<file path="config.mk">
export PLATFORM = sky130hd
export DESIGN_NAME = sw_debounce
export DESIGN_NICKNAME = d
export VERILOG_FILES = /design/src/rtl/sw_in_pkg.sv /design/src/rtl/sw_debounce_sync_chain.sv /design/src/rtl/sw_debounce.sv
export SDC_FILE = /design/constraint.sdc
export NUM_CORES = 1
export LEC_CHECK = 0
export CORE_UTILIZATION = 50
export CTS_CLUSTER_DIAMETER = 100
export DETAILED_ROUTE_END_ITERATION = 7
export HOLD_SLACK_MARGIN = 0.15
export PLACE_DENSITY = 0.74
export SYNTH_ARGS = -nofsm -noshare
export SYNTH_HDL_FRONTEND = slang
export SYNTH_SLANG_ARGS = --single-unit
export TNS_END_PERCENT = 50
</file>
<file path="constraint.sdc">
create_clock -name clk -period 3.7 [get_ports clk]
set_input_delay 0.37 -clock clk [delete_from_list [all_inputs] [get_ports clk]]
set_output_delay 0.37 -clock clk [all_outputs]
set_load 0.005 [all_outputs]
</file>
<file path="src/rtl/sw_in_pkg.sv">
// ============================================================================
// Module  : sw_in_pkg
// Brief   : Shared state enum and default constants for switch-input logic.
// Revision: 1.0
// ============================================================================
`default_nettype none

package sw_in_pkg;

    typedef enum logic [0:0] {
        IDLE   = 1'b0,
        SETTLE = 1'b1
    } sw_db_state_t;

    localparam int SW_WIDTH           = 8;
    localparam int SW_SYNC_STAGES     = 2;
    localparam int SW_DEBOUNCE_CYCLES = 16;

endpackage

`default_nettype wire

</file>
<file path="src/rtl/sw_debounce_sync_chain.sv">
// ============================================================================
// Module  : sync_chain
// Brief   : WIDTH x STAGES flop chain with synchronous reset for async inputs.
// Revision: 1.0
// ============================================================================
`default_nettype none

module sync_chain
    import sw_in_pkg::*;
#(
    parameter int WIDTH  = SW_WIDTH,
    parameter int STAGES = SW_SYNC_STAGES
) (
    input  logic             clk,
    input  logic             reset,
    input  logic [WIDTH-1:0] d_i,
    output logic [WIDTH-1:0] q_o
);

    logic [WIDTH-1:0] stage_q [STAGES];

    always_ff @(posedge clk) begin
        if (reset) begin
            for (int i = 0; i < STAGES; i++) begin
                stage_q[i] <= '0;
            end
        end else begin
            stage_q[0] <= d_i;
            for (int i = 1; i < STAGES; i++) begin
                stage_q[i] <= stage_q[i-1];
            end
        end
    end

    assign q_o = stage_q[STAGES-1];

endmodule

`default_nettype wire

</file>
<file path="src/rtl/sw_debounce.sv">
// ============================================================================
// Module  : sw_debounce
// Brief   : Synchronise and whole-vector debounce the slide switches; strobe
//           each committed change. Pending flag built when
//           SW_DEBOUNCE_VALID_EN is defined.
// Revision: 1.0
// ============================================================================
`default_nettype none

module sw_debounce
    import sw_in_pkg::*;
#(
    parameter int WIDTH           = SW_WIDTH,
    parameter int SYNC_STAGES     = SW_SYNC_STAGES,
    parameter int DEBOUNCE_CYCLES = SW_DEBOUNCE_CYCLES
) (
    input  logic             clk,
    input  logic             reset,
    input  logic [WIDTH-1:0] sw_raw,
    input  logic             ack,
    output logic [WIDTH-1:0] sw_out,
    output logic             sw_stb,
    output logic             sw_valid
);

    localparam int             CNT_W    = $clog2(DEBOUNCE_CYCLES);
    localparam logic [CNT_W-1:0] CNT_LAST = CNT_W'(DEBOUNCE_CYCLES - 1);

    logic [WIDTH-1:0] sync_w;

    sw_db_state_t     state_q, state_d;
    logic [WIDTH-1:0] cand_q,  cand_d;
    logic [CNT_W-1:0] cnt_q,   cnt_d;
    logic [WIDTH-1:0] out_q,   out_d;
    logic             stb_q,   stb_d;
    logic             commit_w;
    logic             change_w;

    sync_chain #(
        .WIDTH  (WIDTH),
        .STAGES (SYNC_STAGES)
    ) u_sync (
        .clk   (clk),
        .reset (reset),
        .d_i   (sw_raw),
        .q_o   (sync_w)
    );

    always_ff @(posedge clk) begin
        if (reset) begin
            state_q <= IDLE;
            cand_q  <= '0;
            cnt_q   <= '0;
            out_q   <= '0;
            stb_q   <= 1'b0;
        end else begin
            state_q <= state_d;
            cand_q  <= cand_d;
            cnt_q   <= cnt_d;
            out_q   <= out_d;
            stb_q   <= stb_d;
        end
    end

    // Any differing bit restarts the window for the whole vector.
    always_comb begin
        state_d  = state_q;
        cand_d   = cand_q;
        cnt_d    = cnt_q;
        commit_w = 1'b0;
        case (state_q)
            IDLE: begin
                if (sync_w != cand_q) begin
                    cand_d  = sync_w;
                    cnt_d   = '0;
                    state_d = SETTLE;
                end
            end
            SETTLE: begin
                if (sync_w != cand_q) begin
                    cand_d = sync_w;
                    cnt_d  = '0;
                end else if (cnt_q == CNT_LAST) begin
                    commit_w = 1'b1;
                    state_d  = IDLE;
                end else begin
                    cnt_d = cnt_q + CNT_W'(1);
                end
            end
            default: begin
                state_d = IDLE;
            end
        endcase
    end

    // A glitch that settles back to the current output commits silently.
    always_comb begin
        change_w = commit_w && (cand_q != out_q);
        out_d    = change_w ? cand_q : out_q;
        stb_d    = change_w;
    end

    assign sw_out = out_q;
    assign sw_stb = stb_q;

`ifdef SW_DEBOUNCE_VALID_EN
    logic valid_q, valid_d;

    // Set has priority over a simultaneous acknowledge.
    always_comb begin
        valid_d = valid_q;
        if (change_w) begin
            valid_d = 1'b1;
        end else if (ack) begin
            valid_d = 1'b0;
        end
    end

    always_ff @(posedge clk) begin
        if (reset) begin
            valid_q <= 1'b0;
        end else begin
            valid_q <= valid_d;
        end
    end

    assign sw_valid = valid_q;
`else
    logic w_unused_ack;
    assign w_unused_ack = ack;
    assign sw_valid     = 1'b0;
`endif

endmodule

`default_nettype wire
</file>
==> reports/qor.yml <==
timing:
  relSlewSlack_pct: 46.4
  tightest_slew_ns: 0.803
  rsz0062_at_grt: "no"
  finalCritPeriodShare_pct: 51.9
  hold_viol: 0
  fin_setup_tns_ns: 0
  holdWs_ns: 0.446
  period_minus_slack_ns: 1.92
  maxSlewViolCount: 0
  max_freq_ghz: 0.521
  finalSetupViolations: 0
  skew_ns: 0.00366
clock_network:
  cts_made_buffers: 5
  clk_pin_slew_worst_paths_ns: 0.11
  cts_resized: 0
  clk_latency_ns: 0.34
  hold_buffers: 0
  cts.sinks: 38
  htree_levels: 2
  cts-root-buf: "clkbuf_4"
  post-cts-setup-buffers: 0
  clockBufferDepth: 2
  cts_tree: "built"
worst_setup_path:
  reg2regPathDepth: 4
  setup.worst_path.start_class: "register"
  cp.buffers_inverters: 0
  critical_path.endpoint_type: "register"
  crit_cells: 4
  critPathCapture: "sw_out[2]"
  reg2reg_from: "cnt_q[0]"
  r2r-end: "sw_out[2]"
  cp.required_ns: 3.97
  crit_chain: "ha_1 > nand4_1 > a2111oi_4 > mux2i_1"
  crit_start: "cnt_q[0]"
  critPathMaxFanout: 8
  max_stage_delay_ns: 0.80
  r2r_slack_ns: 1.78
  cpLargestDelayFamily: "compound AO/OA/AOI/OAI gates"
  crit_type: "register to register"
  cp_slowest_cell: "a2111oi_4"
  cp.arrival_ns: 2.19
cells_and_area:
  final_util_pct: 61.9
  nets: 166
  syn_to_final_growth_pct: 18.5
  layout-drive-gt1-share_pct: 5.81
  multi_input_area_sq_um: 646
  diodes: 0
  fillers: 225
  final-seq-area_sq_um: 761
power:
  power.share.clock_pct: 31.6
  switchingPower_mw: 0.156
  irDropWorstVdd_v: 0.000337
  leakage_nw: 0.639
  finalPower_mw: 0.694
  power.density_nw_per_um2: 410
  internal_power_mw: 0.539
  combinationalPowerShare_pct: 6.7
  swShare_pct: 22.4
  power_frac_seq_pct: 61.7
floorplanning:
  coreArea_sq_um: 2730
  die_x_microns: 55.5
  start_util_pct: 52.3
  die_area_sq_um: 3080
  die_h_microns: 55.5
  rows: 19
  pin_count: 21
global_routing:
  track_usage_pct: 15.5
  antenna_found_initial: 0
  gr-total-overflow: 0
  grt_pass1_wl_microns: 3590
  grt_max_degree: 43
  grt_pass1_vias: 830
drt:
  drt-total-wl_microns: 2060
  first_iter_violations: 17
  wl_per_cell_microns: 11.1
  firstDrtPassIters: 4
  vias_per_cell: 4.91
  num_vias: 914
  drc_errors: 0
  postRouteAntennaNets: 0
place:
  dp_hpwl_microns: 1460
  io_buffers: 18
  gp_congestion: 0.742
logic_synthesis:
  synth-seq-cells: 38
  synth_cell_types: 21
  synthCells: 133
  syn_nets: 145
  yosys_warnings: 0
  yosysSeqAreaShare_pct: 53.2
  synth_area_sq_um: 1430
  avgSynthCellArea_sq_um: 10.7
outcome:
  status: "completed"
worst_hold_path:
  hold_path.class: "register to register"
run:
  cap_violations: 0
-- worst register-to-register path: stages, from the launching register on --
cell       delay, ns
dfxtp_1         0.38
ha_1            0.21
nand4_1         0.19
a2111oi_4       0.80
mux2i_1         0.27
-- cells in the mapped netlist --
master / number / share of area (%)
and3_1: 1 / 0.44
nand4_1: 3 / 1.3
a2111oi_4: 1 / 1.9
buf_4: 1 / 0.53
nand2_1: 2 / 0.53
nor4_1: 2 / 0.88
dfxtp_1: 38 / 53
clkbuf_1: 4 / 1.1
a21oi_1: 2 / 0.70
or2b_1: 1 / 0.53
or3_1: 1 / 0.44
nor2b_1: 24 / 11
mux2i_1: 8 / 5.6
conb_1: 1 / 0.26
nor2_1: 4 / 1.1
xor2_1: 11 / 6.7
nand2b_1: 15 / 6.6
nand3_1: 4 / 1.4
a211oi_1: 1 / 0.53
xnor2_1: 8 / 4.9
ha_1: 1 / 0.88
-- flip-flops by register name (all words and copies together), names as in the netlist --
signal,cells
cand_q,8
cnt_q,4
state_q,1
sw_stb,1
sw_out,8
u_sync.stage_q,16
-- routing by layer --
layer  vias to the layer above  GRT usage, %  part of all wire (%)
met5                         -             0                     0
met4                         0          6.43                   2.0
met3                         6          7.73                   5.6
met2                        23          24.4                    47
met1                       416          17.9                    46
li1                        469             -                     -
-- through the flow --
stage	instances	instance area (sq um)	setup slack, ns
2_1_floorplan	133	1430	2.06
3_3_place_gp	178	1630	1.88
3_5_place_dp	178	1630	1.80
4_1_cts	186	1690	1.77
5_1_grt	186	1690	1.61
6_report	186	1690	1.78
-- layout by cell type, fill, tap and decap left out, drive strengths merged --
cell           count
clkbuf             7
ha                 1
nand2              2
nor4               2
nor2b             24
mux2i              8
or3                1
a2111oi            1
nand2b            15
xnor2              8
nand4              3
buf                1
clkinv             1
or2b               1
conb               1
a211oi             1
xor2              11
nor2               4
a21oi              2
and3               1
clkdlybuf4s50     18
nand3              4
dfxtp             38
-- worst min-delay path by stage --
stage	from	end	slack, ns	cells past startpoint
2_1_floorplan	u_sync.stage_q[0][2]	u_sync.stage_q[0][10]	0.41	1
3_3_place_gp	u_sync.stage_q[0][4]	u_sync.stage_q[0][12]	0.42	1
3_5_place_dp	u_sync.stage_q[0][2]	u_sync.stage_q[0][10]	0.42	1
4_1_cts	u_sync.stage_q[0][2]	u_sync.stage_q[0][10]	0.45	1
5_1_grt	u_sync.stage_q[0][6]	u_sync.stage_q[0][14]	0.47	1
6_report	u_sync.stage_q[0][2]	u_sync.stage_q[0][10]	0.45	1
-- cells by family (layout without fill, tap and decap cells) --
group | Yosys count | in the layout | share of synthesized area (%)
and+or+nand+nor | 57 | 57 | 23.6
DFF | 38 | 38 | 53.2
xor gates and xnor gates | 19 | 19 | 11.6
muxes | 8 | 8 | 5.60
buffers and inverters | 5 | 27 | 1.58
AOI/OAI and AO/OA | 4 | 4 | 3.15
adders and majority gates | 1 | 1 | 0.876
other | 1 | 1 | 0.262
-- final cells by class --
| cell class | count | area share [%] |
|---|---|---|
| Timing Repair Buffer | 19 | 11.1 |
| Clock inverter | 1 | 0.296 |
| Tap cell | 31 | 2.29 |
| Multi-Input combinational cell | 90 | 38.1 |
| Clock buffer | 7 | 3.25 |
| Sequential cell | 38 | 44.9 |
-- power groups by stage --
stage	sequential (mW)	combinational, mW	clock, mW
2_1_floorplan	0.436	0.0329	0
3_3_place_gp	0.437	0.0455	0
3_5_place_dp	0.438	0.0466	0
4_1_cts	0.429	0.0468	0.226
5_1_grt	0.430	0.0509	0.247
6_report	0.428	0.0463	0.220
No activity file was read; power rests on OpenSTA's default activity.
